[src/rtl/muldiv_pkg.sv]
// Shared constants and types for the RV32M multiply/divide sequencer.
// The optional single-cycle multiply is enabled by defining MULDIV_FAST_MUL_EN.
package muldiv_pkg;

  localparam logic [6:0] OPC_OP     = 7'b0110011;
  localparam logic [6:0] F7_MULDIV  = 7'b0000001;

  localparam logic [2:0] F3_MUL    = 3'b000;
  localparam logic [2:0] F3_MULH   = 3'b001;
  localparam logic [2:0] F3_MULHSU = 3'b010;
  localparam logic [2:0] F3_MULHU  = 3'b011;
  localparam logic [2:0] F3_DIV    = 3'b100;
  localparam logic [2:0] F3_DIVU   = 3'b101;
  localparam logic [2:0] F3_REM    = 3'b110;
  localparam logic [2:0] F3_REMU   = 3'b111;

  localparam logic [31:0] DIV0_Q  = 32'hFFFF_FFFF;
  localparam logic [31:0] INT_MIN = 32'h8000_0000;

  typedef enum logic [1:0] {
    IDLE = 2'd0,
    CALC = 2'd1,
    DONE = 2'd2
  } md_state_t;

  // rs1 is treated as signed for everything except the fully unsigned ops.
  function automatic logic rs1_signed(input logic [2:0] f3);
    return (f3 != F3_MULHU) && (f3 != F3_DIVU) && (f3 != F3_REMU);
  endfunction

  // rs2 is signed only for MUL, MULH, DIV and REM.
  function automatic logic rs2_signed(input logic [2:0] f3);
    return (f3 == F3_MUL) || (f3 == F3_MULH) || (f3 == F3_DIV) || (f3 == F3_REM);
  endfunction

endpackage

[src/rtl/ex_muldiv_core.sv]
// Iterative datapath: shift-add multiply and restoring divide share the
// hi/lo register pair. Operands arrive as magnitudes; signs are fixed on output.
module muldiv_core
  import muldiv_pkg::*;
#(
  parameter int XLEN = 32
) (
  input  logic            clk,
  input  logic            rst,
  input  logic            load,
  input  logic            step,
  input  logic [2:0]      func3,
  input  logic [XLEN-1:0] a_mag,
  input  logic [XLEN-1:0] b_mag,
  input  logic            res_neg,
  input  logic            rem_neg,
  output logic [XLEN-1:0] result
);

  // hi: upper product half / remainder; lo: multiplier+low product / dividend+quotient
  logic [XLEN-1:0] hi_q, lo_q, b_q;
  logic [2:0]      f3_q;
  logic            res_neg_q, rem_neg_q;

  logic [XLEN:0]     mul_sum;
  logic [XLEN:0]     div_shift;
  logic [XLEN+1:0]   div_diff;
  logic [2*XLEN-1:0] prod_mag, prod;
  logic [XLEN-1:0]   quo, rem;

  // One add/shift and one subtract/shift candidate per cycle.
  always_comb begin
    mul_sum   = {1'b0, hi_q} + (lo_q[0] ? {1'b0, b_q} : '0);
    div_shift = {hi_q, lo_q[XLEN-1]};
    div_diff  = {1'b0, div_shift} - {2'b00, b_q};
  end

  // Operand capture and iteration registers.
  always_ff @(posedge clk or posedge rst) begin
    if (rst) begin
      hi_q      <= '0;
      lo_q      <= '0;
      b_q       <= '0;
      f3_q      <= '0;
      res_neg_q <= 1'b0;
      rem_neg_q <= 1'b0;
    end else if (load) begin
      hi_q      <= '0;
      lo_q      <= a_mag;
      b_q       <= b_mag;
      f3_q      <= func3;
      res_neg_q <= res_neg;
      rem_neg_q <= rem_neg;
    end else if (step) begin
      if (f3_q[2]) begin
        if (!div_diff[XLEN+1]) begin
          hi_q <= div_diff[XLEN-1:0];
          lo_q <= {lo_q[XLEN-2:0], 1'b1};
        end else begin
          hi_q <= div_shift[XLEN-1:0];
          lo_q <= {lo_q[XLEN-2:0], 1'b0};
        end
      end else begin
        hi_q <= mul_sum[XLEN:1];
        lo_q <= {mul_sum[0], lo_q[XLEN-1:1]};
      end
    end
  end

  // Sign fix and result selection.
  always_comb begin
    prod_mag = {hi_q, lo_q};
    prod     = res_neg_q ? -prod_mag : prod_mag;
    quo      = res_neg_q ? -lo_q : lo_q;
    rem      = rem_neg_q ? -hi_q : hi_q;
    if (f3_q[2])
      result = f3_q[1] ? rem : quo;
    else if (f3_q == F3_MUL)
      result = prod[XLEN-1:0];
    else
      result = prod[2*XLEN-1:XLEN];
  end

endmodule

[src/rtl/ex_muldiv_seq.sv]
// RV32M sequencer beside EX: detects M ops, stalls the pipeline while the
// shared datapath iterates, then presents a one-cycle result.
// Define MULDIV_FAST_MUL_EN to resolve multiplies in a single cycle.
// Handshake: stall is high while an M op in EX cannot yet retire; the cycle
// with md_valid=1 has stall=0 and the pipeline advances on that edge.
module ex_muldiv_seq
  import muldiv_pkg::*;
#(
  parameter int XLEN = 32
) (
  input  logic            clk,
  input  logic            rst,
  input  logic            ex_valid,
  input  logic [6:0]      ex_opcode,
  input  logic [2:0]      ex_func3,
  input  logic [6:0]      ex_func7,
  input  logic [4:0]      ex_rd_addr,
  input  logic [XLEN-1:0] rs1_data,
  input  logic [XLEN-1:0] rs2_data,
  input  logic            kill,
  output logic            stall,
  output logic            busy,
  output logic            md_valid,
  output logic [XLEN-1:0] md_result,
  output logic [4:0]      md_rd_addr
);

  md_state_t       state_q, state_d;
  logic [4:0]      cnt_q;
  logic [4:0]      rd_q;
  logic [XLEN-1:0] direct_q;
  logic            direct_en_q;

  logic            is_m, start;
  logic            a_sgn, b_sgn, a_neg, b_neg;
  logic [XLEN-1:0] a_mag, b_mag;
  logic            div_zero, div_ovf, direct_hit;
  logic [XLEN-1:0] direct_val;
  logic [XLEN-1:0] core_result;
`ifdef MULDIV_FAST_MUL_EN
  logic [2*XLEN-1:0] fast_prod;
`endif

  // Decode, operand magnitudes and special-case results.
  always_comb begin
    is_m     = ex_valid && (ex_opcode == OPC_OP) && (ex_func7 == F7_MULDIV);
    start    = (state_q == IDLE) && is_m && !kill;
    a_sgn    = rs1_signed(ex_func3);
    b_sgn    = rs2_signed(ex_func3);
    a_neg    = a_sgn && rs1_data[XLEN-1];
    b_neg    = b_sgn && rs2_data[XLEN-1];
    a_mag    = a_neg ? -rs1_data : rs1_data;
    b_mag    = b_neg ? -rs2_data : rs2_data;
    div_zero = ex_func3[2] && (rs2_data == '0);
    div_ovf  = ex_func3[2] && !ex_func3[0] && (rs1_data == INT_MIN) && (rs2_data == '1);
    direct_hit = div_zero || div_ovf;
    if (div_zero)
      direct_val = ex_func3[1] ? rs1_data : DIV0_Q;
    else
      direct_val = ex_func3[1] ? '0 : INT_MIN;
`ifdef MULDIV_FAST_MUL_EN
    fast_prod = {{XLEN{a_neg}}, rs1_data} * {{XLEN{b_neg}}, rs2_data};
    if (!ex_func3[2]) begin
      direct_hit = 1'b1;
      direct_val = (ex_func3 == F3_MUL) ? fast_prod[XLEN-1:0] : fast_prod[2*XLEN-1:XLEN];
    end
`endif
  end

  // State register, step counter and captured rd / direct result.
  always_ff @(posedge clk or posedge rst) begin
    if (rst) begin
      state_q     <= IDLE;
      cnt_q       <= '0;
      rd_q        <= '0;
      direct_q    <= '0;
      direct_en_q <= 1'b0;
    end else begin
      state_q <= state_d;
      if (kill) begin
        cnt_q       <= '0;
        direct_en_q <= 1'b0;
      end else if (start) begin
        cnt_q       <= '0;
        rd_q        <= ex_rd_addr;
        direct_q    <= direct_val;
        direct_en_q <= direct_hit;
      end else if (state_q == CALC) begin
        cnt_q <= cnt_q + 5'd1;
      end
    end
  end

  // Next state and outputs; kill overrides everything.
  always_comb begin
    state_d  = state_q;
    busy     = (state_q != IDLE);
    stall    = !rst && (start || (state_q == CALC));
    md_valid = (state_q == DONE) && !kill;
    unique case (state_q)
      IDLE: if (start) state_d = direct_hit ? DONE : CALC;
      CALC: if (cnt_q == 5'd31) state_d = DONE;
      DONE: state_d = IDLE;
      default: state_d = IDLE;
    endcase
    if (kill) state_d = IDLE;
  end

  assign md_result  = md_valid ? (direct_en_q ? direct_q : core_result) : '0;
  assign md_rd_addr = rd_q;

  muldiv_core #(.XLEN(XLEN)) u_core (
    .clk     (clk),
    .rst     (rst),
    .load    (start),
    .step    ((state_q == CALC) && !kill),
    .func3   (ex_func3),
    .a_mag   (a_mag),
    .b_mag   (b_mag),
    .res_neg (a_neg ^ b_neg),
    .rem_neg (a_neg),
    .result  (core_result)
  );

endmodule
[config.mk]
export PLATFORM = sky130hd
export DESIGN_NAME = ex_muldiv_seq
export DESIGN_NICKNAME = d
export VERILOG_FILES = /design/src/rtl/muldiv_pkg.sv /design/src/rtl/ex_muldiv_core.sv /design/src/rtl/ex_muldiv_seq.sv
export SDC_FILE = /design/constraint.sdc
export NUM_CORES = 1
export LEC_CHECK = 0
export ABC_CLOCK_PERIOD_IN_PS = 5000
export CAP_MARGIN = 10
export CORE_ASPECT_RATIO = 0.8
export CORE_MARGIN = 2
export CORE_UTILIZATION = 30
export CTS_BUF_LIST = sky130_fd_sc_hd__clkbuf_4
export DETAILED_ROUTE_END_ITERATION = 10
export MAX_ROUTING_LAYER = met4
export PLACE_DENSITY = 0.57
export SYNTH_ARGS = -nofsm -noshare
export SYNTH_HDL_FRONTEND = slang
export SYNTH_HIERARCHICAL = 1
export SYNTH_SLANG_ARGS = --single-unit
[constraint.sdc]
create_clock -name clk -period 5 [get_ports clk]
set_input_delay 0.75 -clock clk [delete_from_list [all_inputs] [get_ports clk]]
set_output_delay 0.75 -clock clk [all_outputs]
set_load 0.02 [all_outputs]
After elaboration in Yosys (flattened, before gate mapping)

Cells that the tools add are included.
Widths: inputs -> output; s select.

Register bits: 146
Input bits: 90
Logic and storage cells: 101
Output and inout bits: 40

Equality and inequality tests: 15
Add/subtract/negate cells: 8
Reduce and logical (&&, ||, !) cells: 33
Multiplexer cells: 32
Bitwise gates (word level): 2

Operators by type and width:

| cell                 | number |
|---|---|
| $mux 32              | 20 |
| $neg 32->32          | 4 |
| $eq 32x32->1 const B | 2 |
| $mux 64              | 1 |
| $neg 64->64          | 1 |
| $sub 33x32->34       | 1 |
| $add 32x33->33       | 1 |
| $logic_not 32->1     | 1 |
| $logic_and 1x1->1    | 15 |
| $mux 5               | 3 |
| $ne 3x3->1 const B   | 3 |
| $mux 2               | 4 |
| $eq 7x1->1 const B   | 1 |
| $eq 7x6->1 const B   | 1 |
| $eq 3x3->1 const B   | 2 |
| $logic_not 3->1      | 2 |
| $ne 3x2->1 const B   | 2 |
| $reduce_bool 2->1    | 3 |
| $add 5x1->5 const B  | 1 |
| $eq 5x5->1 const B   | 1 |
| $logic_or 1x1->1     | 5 |
| $pmux 2 s2           | 1 |
| $reduce_and 2->1     | 2 |
| $eq 3x1->1 const B   | 1 |
| other kinds (8)      | 12 |

Depth between registers and ports, before layout

Gate-level depths: netlist (run 1).

Depth after elaboration: 9
Mapped depth: 15

Cells and area by module

Netlist (run 1), hierarchy kept.

By module, submodules not included:

| module        | cells an instance | sequential area each (um2) | area an instance (um2) | instances |
|---|---|---|---|---|
| muldiv_core   | 1469              | 2527.4                     | 10760.3                | 1 |
| ex_muldiv_seq | 503               | 1126.1                     | 4120.2                 | 1 |

Worst setup path after synthesis (run 1)

Ideal clock, no wire load.

Path type: reg-to-output
Start point: register u_core.lo_q[7]
End point: output port md_result[29]
Stages on the path, launching flop included: 13
Required time: 4250 ps
Path slack: 973 ps
Arrival time: 3277 ps
Path buffers: 1
Cells stage by stage: dfrtp_1 -> buf_6 -> or4_4 -> or3_4 -> nor4_4 -> nand3_2 -> or2_4 -> o21ai_1 -> nand2_1 -> xnor2_1 -> a222oi_1 -> mux2i_1 -> nor2_1

Word-level cells in the longest chain between the ends: 6
Elaborated cells on any way between the ends: 9
Those cells by class: add/sub: 2; mux: 7

RTL lines:

| what                                       | RTL line                                   | source |
|---|---|---|
| from (decl)                                | ex_muldiv_core.sv:21                       | `logic [XLEN-1:0] hi_q, lo_q, b_q;` |
| from (signal assigned)                     | ex_muldiv_core.sv:49                       | `lo_q <= a_mag;` |
| from (signal assigned)                     | ex_muldiv_core.sv:58                       | `lo_q <= {lo_q[XLEN-2:0], 1'b1};` |
| from (signal assigned)                     | ex_muldiv_core.sv:61                       | `lo_q <= {lo_q[XLEN-2:0], 1'b0};` |
| $neg 64->64 or $neg 32->32 (tied branches) | ex_muldiv_core.sv:73, ex_muldiv_core.sv:74 |  |
| $mux 64 or $mux 32 (tied branches)         | ex_muldiv_core.sv:73, ex_muldiv_core.sv:74 |  |
| $mux 32 (on tied branches)                 | ex_muldiv_core.sv:78, ex_muldiv_core.sv:77 |  |
| $mux 32 (*)                                | ex_muldiv_core.sv:76                       | `if (f3_q[2])` |
| named net core_result[29]                  | ex_muldiv_seq.sv:39                        | `logic [XLEN-1:0] core_result;` |
| $mux 32 (*) (2 in a row)                   | ex_muldiv_seq.sv:109                       | `assign md_result = md_valid ? (direct_en_q ? direct_q : core_result) : '0;` |
| to (decl)                                  | ex_muldiv_seq.sv:24                        | `output logic [XLEN-1:0] md_result,` |

Mark *: on every way through the listed nets, which the timed path passes. The rest lies on a longest branch.

Worst setup path after layout (run 1)

Start point: register u_core.lo_q[9]
End point: output port md_result[26]

Same word-level chain as after synthesis.

==> flow_summary.toml, run 1 <==
[setup_path]
cpPeakStageDelay_ns = 0.53
critPathMaxFanout = 8
slowest_stage = "or4_4"
critPathTopFamily = "simple AND/OR/NAND/NOR gates"
critPathBufInv = 2
critPathRequiredTime_ns = 4.25
cp_cell_sequence = "or4_4 > or3_4 > nor4_4 > buf_4 > nand3_4 > or2_4 > nor4_2 > o22ai_1 > o21ai_2 > o21ai_0 > mux2i_1 > nor2_1 > dlygate4sd2_1"
path_class = "reg2out"
cp-start-kind = "flop"
end_kind = "output pin"
crit_arrival_ns = 4.16

[cts]
cts_buffers = 17
cts_tree = "done"
cts_root_buf = "clkbuf_4"
clk_path_buf_depth = 2
numClockSinks = 146
clk_latency_ns = 0.68
h-tree-depth = 4
clk_pin_slew_worst_paths_ns = 0.14
hold_buffers = 0

[drt]
viasPerCell = 5.64
drtIter0Drc = 1354
final_antenna_net_count = 0
remaining_drc_errors = 0
vias = 15300
dr.pass1.iters = 5
wire_per_inst_um = 20.4
routed_wl_mm = 55.3

[synth]
syn-cell-area_mm2 = 0.0149
ys_seq_area_share_pct = 24.6
async_reset_ff_share_pct = 100
synth.largest_area_cell = "dfrtp_1"
synth_cells = 1972
ys.flop_type = "dfrtp_1"
synth-seq-cells = 146
syn_avg_cell_area_um2 = 7.55
synth_nets = 2135
yosysWarnings = 6
synth_enable_flop_cells = 0
synth_area_leaders = "dfrtp_1, o21ai_0, xnor2_1, ha_1, nand2_1"
synth_top_area_share_pct = 24.6
synth_cell_types = 87

[placement]
io_buffers = 129
place.gp.congestion = 0.930
dp_hpwl_mm = 42.6

[power_and_ir_drop]
total_power_mw = 3.20
vdd_drop_max_mv = 0.167
power_leakage_nw = 7.70
p_per_area_mw_per_mm2 = 183

[timing]
setup_viol = 0
post-route-period-util_pct = 98.1
maxSlewHeadroom_pct = 28.4
maxSlewViolCount = 0
fmax_mhz = 204
fin_skew_ns = 0.0331
tns_ns = 0
worstMarginPinSlew_ns = 1.07
post-route-min-period_ns = 4.91
rsz0062_at_grt = "yes"
hold_viol_final = 0

[global_route]
antenna_found_initial = 1
grt_usage_pct = 22.2
grt-ovfl-total = 0
grt_pass1_wl_mm = 86.0
grt_max_degree = 118
grt_pass1_vias = 14400

[floorplanning]
floorplan.die_area_mm2 = 0.0514
initial_utilization_pct = 30.6
rows = 72
die_width_um = 253
core_area_mm2 = 0.0486
die-height_um = 203
ios = 130

[finish]
layout_commonest_cell = "nand2_1"
drive_above_1_share_pct = 11.8
layout_common_cells = "nand2_1, o21ai_0, nor2_1, a21oi_1, dfrtp_1"
nNetsFinal = 2235
syn2layout_area_growth_pct = 17.4

[hold_path]
hold_class = "reg2reg"

[outcome]
status = "finished, final reports clean"

[flow_run]
drv_cap = 0
## kinds of logic after synthesis
family,Yosys count,share of synthesized area [%]
AOI/OAI and AO/OA,585,24.0
buffers and inverters,232,6.05
and+or+nand+nor,633,19.9
xor gates and xnor gates,179,10.5
muxes,124,8.74
DFF,146,24.6
adders and majority gates,73,6.24
## area by class of cell
cell class	count	area, um^2
clock inverters	13	159
diodes	1	2.50
inverters	103	389
clock buffers	19	143
well taps	629	787
repair buffers	210	1830
flip-flops and latches	146	3660
fillers	5161	31200
multi-input cells	1594	10500
## worst paths after layout
kind	start	to	slack, ns	depth (start not counted)
max in group asynchronous	rst	u_core/b_q[13]	3.33	3
setup / recovery	u_core/lo_q[9]	md_result[26]	0.09	13
min in group asynchronous	rst	u_core/b_q[0]	0.72	2
setup reg to reg	u_core/hi_q[0]	u_core/hi_q[5]	0.51	14
hold / removal	direct_q[18]	direct_q[18]	0.53	1
hold reg to reg	direct_q[18]	direct_q[18]	0.53	1
## power by group
| group | internal, mW | switching, mW | total [mW] | leakage (nW) |
|---|---|---|---|---|
| clock | 0.357 | 0.518 | 0.875 | 0.161 |
| sequential | 1.23 | 0.0888 | 1.32 | 1.73 |
| combinational | 0.425 | 0.584 | 1.01 | 5.81 |
## per-layer routing
metal  vias up  track usage [%]  wire length, um  share of wire (%)
li1       7263                -                -                  -
met1      7491             31.8            26900                 49
met2       503             32.5            24000                 43
met3        57             3.29             3400                6.1
met4         0             5.62             1080                1.9
met5         -                -                0                  0
## cell usage after synthesis (50+ instances only)
cell / count
nand2_1: 213
o21ai_0: 213
nor2_1: 182
a21oi_1: 152
dfrtp_1: 146
clkbuf_1: 111
xnor2_1: 108
inv_1: 103
mux2i_1: 76
ha_1: 71
xor2_1: 71
nand3_1: 50
## registers in the layout (all words and copies together) (netlist names)
| name | count |
|---|---|
| md_rd_addr | 5 |
| u_core/rem_neg_q | 1 |
| cnt_q | 5 |
| direct_q | 32 |
| direct_en_q | 1 |
| u_core/res_neg_q | 1 |
| u_core/hi_q | 32 |
| u_core/lo_q | 32 |
| u_core/f3_q | 3 |
| u_core/b_q | 32 |
| state_q | 2 |
## stage by stage
stage | cell area [um^2] | hold slack (ns) | worst slack [ns] | instances | util, %
after floorplan | 14900 | 0.458 | 0.973 | 1972 | -
after global placement | 17000 | 0.468 | 0.242 | 2671 | 35.0
after detailed placement | 17000 | 0.496 | 0.191 | 2671 | 35.0
after CTS | 17400 | 0.527 | -0.0492 | 2706 | 35.7
after global routing | 17500 | 0.534 | -0.140 | 2715 | 35.9
final | 17500 | 0.525 | 0.0939 | 2715 | 35.9
## what timing repair did
action	CTS	global route
pin swaps	10	18
setup buffers	3	8
gates resized for setup	70	86
setup endpoints to repair	32	26
No activity file was read; power rests on OpenSTA's default activity.
==> inputs of run 2 (changes only) <==
Settings changed: ABC_CLOCK_PERIOD_IN_PS 5000 to unset, CAP_MARGIN 10 to 40.
==> run 2 against run 1 <==
Net effect: non-clock buffer count stayed put; clock power is 1% lower; sequential cell count stayed put; core utilization hardly changed; die area stayed put; maximum frequency is 1.0% higher; power is 0.40% lower; highest routed layer unchanged.
==> flow_summary.toml, run 2 (synthesis gave the netlist of run 1 again) <==
[floorplanning]
die-height_um = 203
ios = 130
rows = 72
floorplan.die_area_mm2 = 0.0514
core_area_mm2 = 0.0486
initial_utilization_pct = 30.6
die_width_um = 253

[power_and_ir_drop]
power_leakage_nw = 7.75
vdd_drop_max_mv = 0.170
p_per_area_mw_per_mm2 = 183

[drt]
viasPerCell = 5.62
vias = 15300
routed_wl_mm = 55.3
dr.pass1.iters = 6
drtIter0Drc = 1630
final_antenna_net_count = 0
remaining_drc_errors = 0
wire_per_inst_um = 20.4

[setup_path]
end_kind = "output pin"
cp-start-kind = "flop"
critPathMaxFanout = 8
critPathRequiredTime_ns = 4.25
crit_arrival_ns = 4.11
path_class = "reg2out"

[global_route]
met2_usage_pct = 32.0
gr-max-usage-layer = "met2"
gr-usage-met3_pct = 4.19
grt_pass1_vias = 14200
grt_use_met1_pct = 31.3
antenna_found_initial = 3
grt_max_degree = 118
grt_pass1_wl_mm = 85.4
grt_usage_pct = 22.1
grt-ovfl-total = 0

[cts]
clk_pin_slew_worst_paths_ns = 0.15
cts_tree = "done"
clk_path_buf_depth = 2
cts_root_buf = "clkbuf_4"
h-tree-depth = 4
numClockSinks = 146
clk_latency_ns = 0.68
cts_buffers = 17

[finish]
layout_commonest_cell = "nand2_1"
nNetsFinal = 2235
fin_util_pct = 35.9
drive_above_1_share_pct = 10.4
syn2layout_area_growth_pct = 17.3
layout_common_cells = "nand2_1, o21ai_0, nor2_1, a21oi_1, dfrtp_1"

[timing]
maxSlewViolCount = 0
hold-worst-slack_ns = 0.462
fmax_mhz = 206
setup_viol = 0
tns_ns = 0
rsz0062_at_grt = "yes"
maxSlewHeadroom_pct = 43.6
fin_ws_ns = 0.144
post-route-min-period_ns = 4.86
hold_viol_final = 0
post-route-period-util_pct = 97.1
fin_skew_ns = 0.0309
worstMarginPinSlew_ns = 0.838

[placement]
dp_hpwl_mm = 42.9
io_buffers = 129
place.gp.congestion = 0.930
pre_cts_ws_ns = 0.233

[flow_run]
drv_cap = 0

[outcome]
status = "finished, final reports clean"

[hold_path]
hold_class = "in2async"
## run 2: changes by cell type in the layout (fill, tap and decap cells not counted), moves of 3 or more
cell,delta
clkbuf_2,-8
buf_4,-9
dlygate4sd2_1,+13
o21ai_2,-4
o21ai_1,-4
a21oi_1,+4
o21ai_0,+9
a21oi_2,-3
## run 2: timing repair
action / 4_1_cts / 5_1_grt
pin swaps: 7 / 7
setup endpoints to repair: 32 / 26
gates resized for setup: 49 / 37
hold buffers: 0 / 0
buffers inserted: 4 / 2
## run 2: critical path, stage by stage (launching register included)
cell and delay (ns):
dfrtp_2 0.47, or4_4 0.53, or3_4 0.37, nor4_4 0.24, nand3_1 0.14, or2_4 0.31
nor3_1 0.23, o21bai_1 0.14, a21oi_1 0.08, o21ai_1 0.25, a21oi_1 0.08, mux2i_1 0.20
nor2_1 0.06, dlygate4sd2_1 0.33
## run 2: path summary, 6_finish.rpt
check,startpoint,endpoint,slack (ns),cells after the start
setup / recovery,u_core/lo_q[9],md_result[28],0.14,13
setup reg to reg,u_core/hi_q[0],u_core/hi_q[5],0.47,14
hold reg to reg,direct_q[12],direct_q[12],0.52,1
hold / removal,rst,cnt_q[3],0.46,2
max in group asynchronous,rst,u_core/b_q[12],3.54,4
min in group clk,direct_q[12],direct_q[12],0.52,1
## run 2: power by group
group / internal, mW / switching (mW) / total (mW)
clock: 0.349 / 0.514 / 0.863
combinational: 0.427 / 0.582 / 1.01
sequential: 1.23 / 0.0884 / 1.32
## run 2: per-stage QoR
| step | total power, mW | std cells | cell area [um^2] |
|---|---|---|---|
| floorplan | 1.96 | 1972 | 14900 |
| global placement | 2.31 | 2671 | 17000 |
| detailed placement | 2.32 | 2676 | 17100 |
| CTS | 3.20 | 2712 | 17400 |
| global route | 3.37 | 2716 | 17500 |
| finish | 3.19 | 2716 | 17500 |
## run 2: layout make-up
| cell class | count | area (um^2) |
|---|---|---|
| antenna | 2 | 5.00 |
| clock buffer | 18 | 135 |
| clock inverter | 14 | 161 |
| fill | 5139 | 31200 |
| inverter | 103 | 389 |
| multi-input combinational | 1594 | 10400 |
| sequential | 146 | 3660 |
| tap | 629 | 787 |
| timing repair buffer | 210 | 1910 |
## run 2: metal layers
layer	wire length [um]	share of wire, %
met1	26700	48
met3	3740	6.8
met5	0	0
met4	1020	1.8
met2	23800	43
==> inputs of run 3 (changes only) <==
Clock period 5 ns to 6.2 ns, I/O delays scaled along.
==> run 3 against run 2 <==
Net effect: wire length is 0.17% higher; largest cell class unchanged; cell area fell by 2.3%; final cell count down 1.7%; first-iteration DRC count shrank 15%; via count shrank 1.4%; non-clock buffer count decreased by 45; combinational power down 24%; sequential power fell by 17%.
==> flow_summary.toml, run 3 (synthesis gave the netlist of run 1 again) <==
[floorplanning]
die-height_um = 203
rows = 72
die_width_um = 253
ios = 130
floorplan.die_area_mm2 = 0.0514
initial_utilization_pct = 30.6
core_area_mm2 = 0.0486

[setup_path]
startpoint = "u_core/hi_q[2]"
cp-start-kind = "flop"
end_kind = "output pin"
timing.rr.start = "u_core/hi_q[0]"
reg2reg_slack_ns = 1.76
crit_end = "md_result[28]"
crit_arrival_ns = 4.97
path_class = "reg2out"
ff2ff_path_depth = 13
critPathMaxFanout = 10
critPathRequiredTime_ns = 5.27
r2r-end = "u_core/hi_q[17]"

[power_and_ir_drop]
p_comb_share_pct = 31.2
total_power_mw = 2.46
vdd_drop_max_mv = 0.103
p_per_area_mw_per_mm2 = 144
switchingPower_mw = 0.952
pwr-share-clk_pct = 24.7
switching_share_pct = 38.7
p_seq_share_pct = 44.1
power_leakage_nw = 7.31
intPower_mw = 1.51

[timing]
post-route-min-period_ns = 5.90
post-route-period-util_pct = 95.1
worstMarginPinSlew_ns = 0.872
tns_ns = 0
maxSlewViolCount = 0
setup_viol = 0
rsz0062_at_grt = "no"
maxSlewHeadroom_pct = 41.6
hold_viol_final = 0
hold-worst-slack_ns = 0.507
fmax_mhz = 170
fin_skew_ns = 0.0242

[cts]
numClockSinks = 146
post-cts-setup-buffers = 0
cts_buffers = 17
cts_root_buf = "clkbuf_4"
clk_pin_slew_worst_paths_ns = 0.15
clk_path_buf_depth = 2
clk_latency_ns = 0.65
cts_tree = "done"
h-tree-depth = 4

[drt]
final_antenna_net_count = 0
top_layer_used = "met4"
viasPerCell = 5.63
wl_met2_mm = 23.3
dr.pass1.iters = 8
wl_met1_mm = 27.0
remaining_drc_errors = 0
routed_wl_mm = 55.4
wl_met3_mm = 3.81
vias = 15000
drtIter0Drc = 1385
wire_per_inst_um = 20.7

[placement]
io_buffers = 129
place_area_mm2 = 0.0168
place.gp.congestion = 0.943
dp_hpwl_mm = 42.5

[hold_path]
hp-start = "direct_q[15]"
hold_class = "reg2reg"

[outcome]
status = "finished, final reports clean"

[global_route]
grt_max_degree = 123
grt_pass1_vias = 14200
grt_usage_pct = 22.1
grt-ovfl-total = 0
antenna_found_initial = 2
grt_pass1_wl_mm = 85.4

[finish]
nNetsFinal = 2190
postLayoutCellArea_mm2 = 0.0171
drive_above_1_share_pct = 7.11
syn2layout_area_growth_pct = 14.7
fillCellCount = 5188
layout_common_cells = "nand2_1, o21ai_0, nor2_1, a21oi_1, dfrtp_1"

[flow_run]
drv_cap = 0
## run 3: cell types whose count changed in the layout (fill, tap and decap cells not counted), sizes merged
cell	previous run	this run
clkdlybuf4s15	2	1
dlymetal6s2s	4	0
clkbuf	27	17
bufinv	3	1
buf	82	35
clkinvlp	2	4
dlygate4sd2	16	0
clkinv	7	8
clkdlybuf4s50	97	129
## run 3: power groups by stage
| stage | sequential [mW] | clock (mW) | combinational [mW] |
|---|---|---|---|
| 2_1_floorplan | 1.05 | 0 | 0.532 |
| 3_3_place_gp | 1.10 | 0 | 0.747 |
| 3_5_place_dp | 1.10 | 0 | 0.753 |
| 4_1_cts | 1.08 | 0.631 | 0.758 |
| 5_1_grt | 1.09 | 0.662 | 0.845 |
| 6_report | 1.09 | 0.607 | 0.768 |
## run 3: worst max-delay path, cell delays in order, from the launching register on
cell and delay (ns):
dfrtp_1 0.56, nor4_1 0.72, nand4_1 0.34, nor3_1 0.33
nand3_1 0.23, or3_1 0.44, nor3_1 0.22, o21bai_1 0.15
a21oi_1 0.07, o21ai_0 0.36, a21oi_1 0.09, mux2i_1 0.16
nor2_1 0.07, clkdlybuf4s50_1 0.58
## run 3: layout make-up
class,instances,area [um^2],area share [%]
Multi-Input combinational cell,1594,10300,60.6
Sequential cell,146,3660,21.4
Timing Repair Buffer,165,1640,9.58
Tap cell,629,787,4.61
Inverter,103,389,2.28
Clock buffer,17,128,0.748
Clock inverter,15,118,0.689
Antenna cell,2,5.00,0.0293
## run 3: layer usage
metal	GRT usage (%)	up-vias
li1	-	7154
met1	31.6	7283
met2	31.3	547
met3	4.05	64
met4	6.61	0
met5	-	-
## run 3: worst min path at each step
stage	to	slack (ns)	depth (start not counted)
2_1_floorplan	direct_q[15]	0.46	1
3_3_place_gp	direct_q[15]	0.47	1
3_5_place_dp	direct_q[15]	0.47	1
4_1_cts	direct_q[15]	0.51	1
5_1_grt	direct_q[15]	0.52	1
6_report	direct_q[15]	0.51	1
## run 3: stage by stage
stage	setup slack [ns]	util [%]	cells
floorplan	1.99	-	1972
global placement	1.04	34.4	2632
detailed placement	0.979	34.6	2637
CTS	0.244	35.1	2669
global route	0.0126	35.1	2671
finish	0.304	35.1	2671
## run 3: repair_timing
action	in CTS	in global routing
gates resized for setup	0	1
hold buffers	0	0
endpoints found under the setup margin	0	1
==> edit: new RTL, flow settings as in run 2 <==
Re-encode `md_state_t` (3 states) as one-hot, 3 bits wide.
--- a/src/rtl/muldiv_pkg.sv
+++ b/src/rtl/muldiv_pkg.sv
@@ -17,10 +17,10 @@
   localparam logic [31:0] DIV0_Q  = 32'hFFFF_FFFF;
   localparam logic [31:0] INT_MIN = 32'h8000_0000;
 
-  typedef enum logic [1:0] {
-    IDLE = 2'd0,
-    CALC = 2'd1,
-    DONE = 2'd2
+  typedef enum logic [2:0] {
+    IDLE = 3'b001,
+    CALC = 3'b010,
+    DONE = 3'b100
   } md_state_t;
 
   // rs1 is treated as signed for everything except the fully unsigned ops.
Formal check against the unedited RTL: no difference found for any inputs over 10 cycles, from zero or initial values and one cycle with rst high; not proved beyond that.
==> edit against run 2 <==
Cell count down 0.70%; wire length down 2.2%; sequential cell count grew 1; synthesized cell count shrank 0.41%; power shrank 10%; setup slack got worse by 0.011 ns; maximum frequency decreased by 0.23%; synthesized area shrank 0.52%; highest routed layer unchanged; non-clock buffer count down 8; design area down 0.92%.
==> edit: results (changes against run 2) <==
stage,metric,value,unit,change
worst_setup_path,CP arrival,4.12,ns,about the same
hold_path,HP Class,register to register,,
sta,Clock Skew,0.03237,ns,+0.001494 ns
synth,XOR/XNOR share of the synthesized area,10.53,%,about the same
drt,1st-iter DRT viols,1357,,-17%
power,Peak VDD IR,0.1311,mV,-23%
drt,DRT Wirelength,54090,µm,-2.2%
place,gpl congestion,0.9210,,-0.99%
synth,Synth Area in Adders,6.272,%,+0.033 points
worst_setup_path,CP Max Fanout,10,,+2
grt,first-pass GRT wire length,84350,µm,-1.2%
final_layout,Fill cells,5089,,-0.97%
grt,largest net degree at the start of global routing,139,,+18%
drt,DR vias,15060,,-1.4%
synth,Synthesized Nets,2127,,-0.37%
final_layout,layout cell share with drive strength beyond 1,9.289,%,-1.1 points
synth,Area contributors post-synth,"dfrtp_1 25%, o21ai_0 7.5%, nand2_1 6.5%",,
synth,Compound-Gate Fraction of Synth Area,24.82,%,+0.86 points
outcome,status,finished clean,,
synth,warnings from Yosys,6,,unchanged
synth,mux cell area share after synthesis,6.356,%,-2.4 points
synth,sequential fraction of the synthesis area,24.86,%,+0.31 points
clock_tree,"Clk Latency, worst-skew pair",0.66,ns,-0.02 ns
power,Pleak,7.538,nW,-2.8%
worst_setup_path,r2r worst-path depth,13,,-1
synth,Synth Instances,1964,,-0.41%
drt,via-per-instance ratio,5.582,,-0.67%
grt,GRT Total Usage,21.75,%,-0.31 points
synth,Synth top cells by count,"256 x nand2_1, 221 x o21ai_0, 177 x nor2_1, 146 x dfrtp_1, 121 x a21oi_1",,
place,dpl cells,2659,,-0.64%
-- edit: cell types whose count changed in the layout (fill, tap and decap cells not counted), moves of 8 or more --
cell	delta
nand2_1	+42
o31ai_1	+33
nand4_1	-10
inv_1	-30
a31oi_1	-9
mux2_2	-31
nor2b_1	+25
o21ai_0	+8
a21oi_1	-29
-- edit: where the power goes --
group	switching, mW	internal (mW)	leakage [nW]
Sequential	0.0595	1.22	1.75
Clock	0.563	0.273	0.158
Combinational	0.421	0.330	5.63
Total	1.04	1.82	7.54
-- edit: area by class of cell --
cell class | instances | share of cell area (%)
Multi-Input combinational cell | 1612 | 60.18
Sequential cell | 147 | 21.32
Timing Repair Buffer | 202 | 10.57
Tap cell | 629 | 4.549
Inverter | 74 | 1.635
Clock inverter | 15 | 0.9909
Clock buffer | 17 | 0.7377
Antenna cell | 1 | 0.01447
-- edit: cell families (layout without fill, tap and decap cells) --
| family | count (synthesis) | in the layout |
|---|---|---|
| multiplexers | 92 | 92 |
| AO/OA/AOI/OAI | 586 | 586 |
| buffers and inverters | 205 | 308 |
| other | 0 | 1 |
| adder cells (fa/ha/maj) | 73 | 73 |
| flip-flops | 147 | 147 |
| XOR/XNOR | 178 | 178 |
| AND/OR/NAND/NOR | 683 | 683 |
-- edit: worst register-to-register path, stage by stage, from the launching register on --
cell,delay (ns)
dfrtp_1,0.41
inv_1,0.34
ha_1,0.26
nor2b_1,0.06
o31a_1,0.29
o31ai_2,0.42
a211oi_1,0.22
o41ai_2,0.57
a21oi_1,0.21
a2111oi_4,0.42
buf_12,0.28
mux2_2,0.40
a221oi_1,0.31
nor3_1,0.08
-- edit: what timing repair did --
item	in CTS	in global routing
hold buffers	0	0
setup buffers	3	2
pin swaps	7	7
cloned	0	0
setup endpoints to repair	32	27
gates resized for setup	46	41
-- edit: stage by stage --
step | setup WS (ns) | setup TNS, ns | instance area, µm²
global placement | 0.2232 | 0 | 16890
floorplan | 0.9734 | 0 | 14800
finish | 0.1333 | 0 | 17300
CTS | 0.006789 | 0 | 17250
detailed placement | 0.1945 | 0 | 16910
global route | -0.1009 | -0.3407 | 17300
-- edit: routing by layer --
metal	share of wire, %	up-vias	GRT usage, %
met5	0	-	-
met4	1.4	0	5.072
met3	8.0	39	4.410
met2	42	499	29.72
met1	49	7303	32.34
li1	-	7214	-
-- edit: path summary, 6_finish.rpt --
check / to / slack (ns) / from
setup / recovery: md_result[28] / 0.13 / u_core/hi_q[5]
hold / removal: direct_q[10] / 0.50 / direct_q[10]
setup reg to reg: u_core/hi_q[17] / 0.65 / u_core/lo_q[31]
hold reg to reg: direct_q[10] / 0.50 / direct_q[10]
max in group asynchronous: u_core/lo_q[31] / 3.43 / rst
min in group asynchronous: direct_q[4] / 0.54 / rst
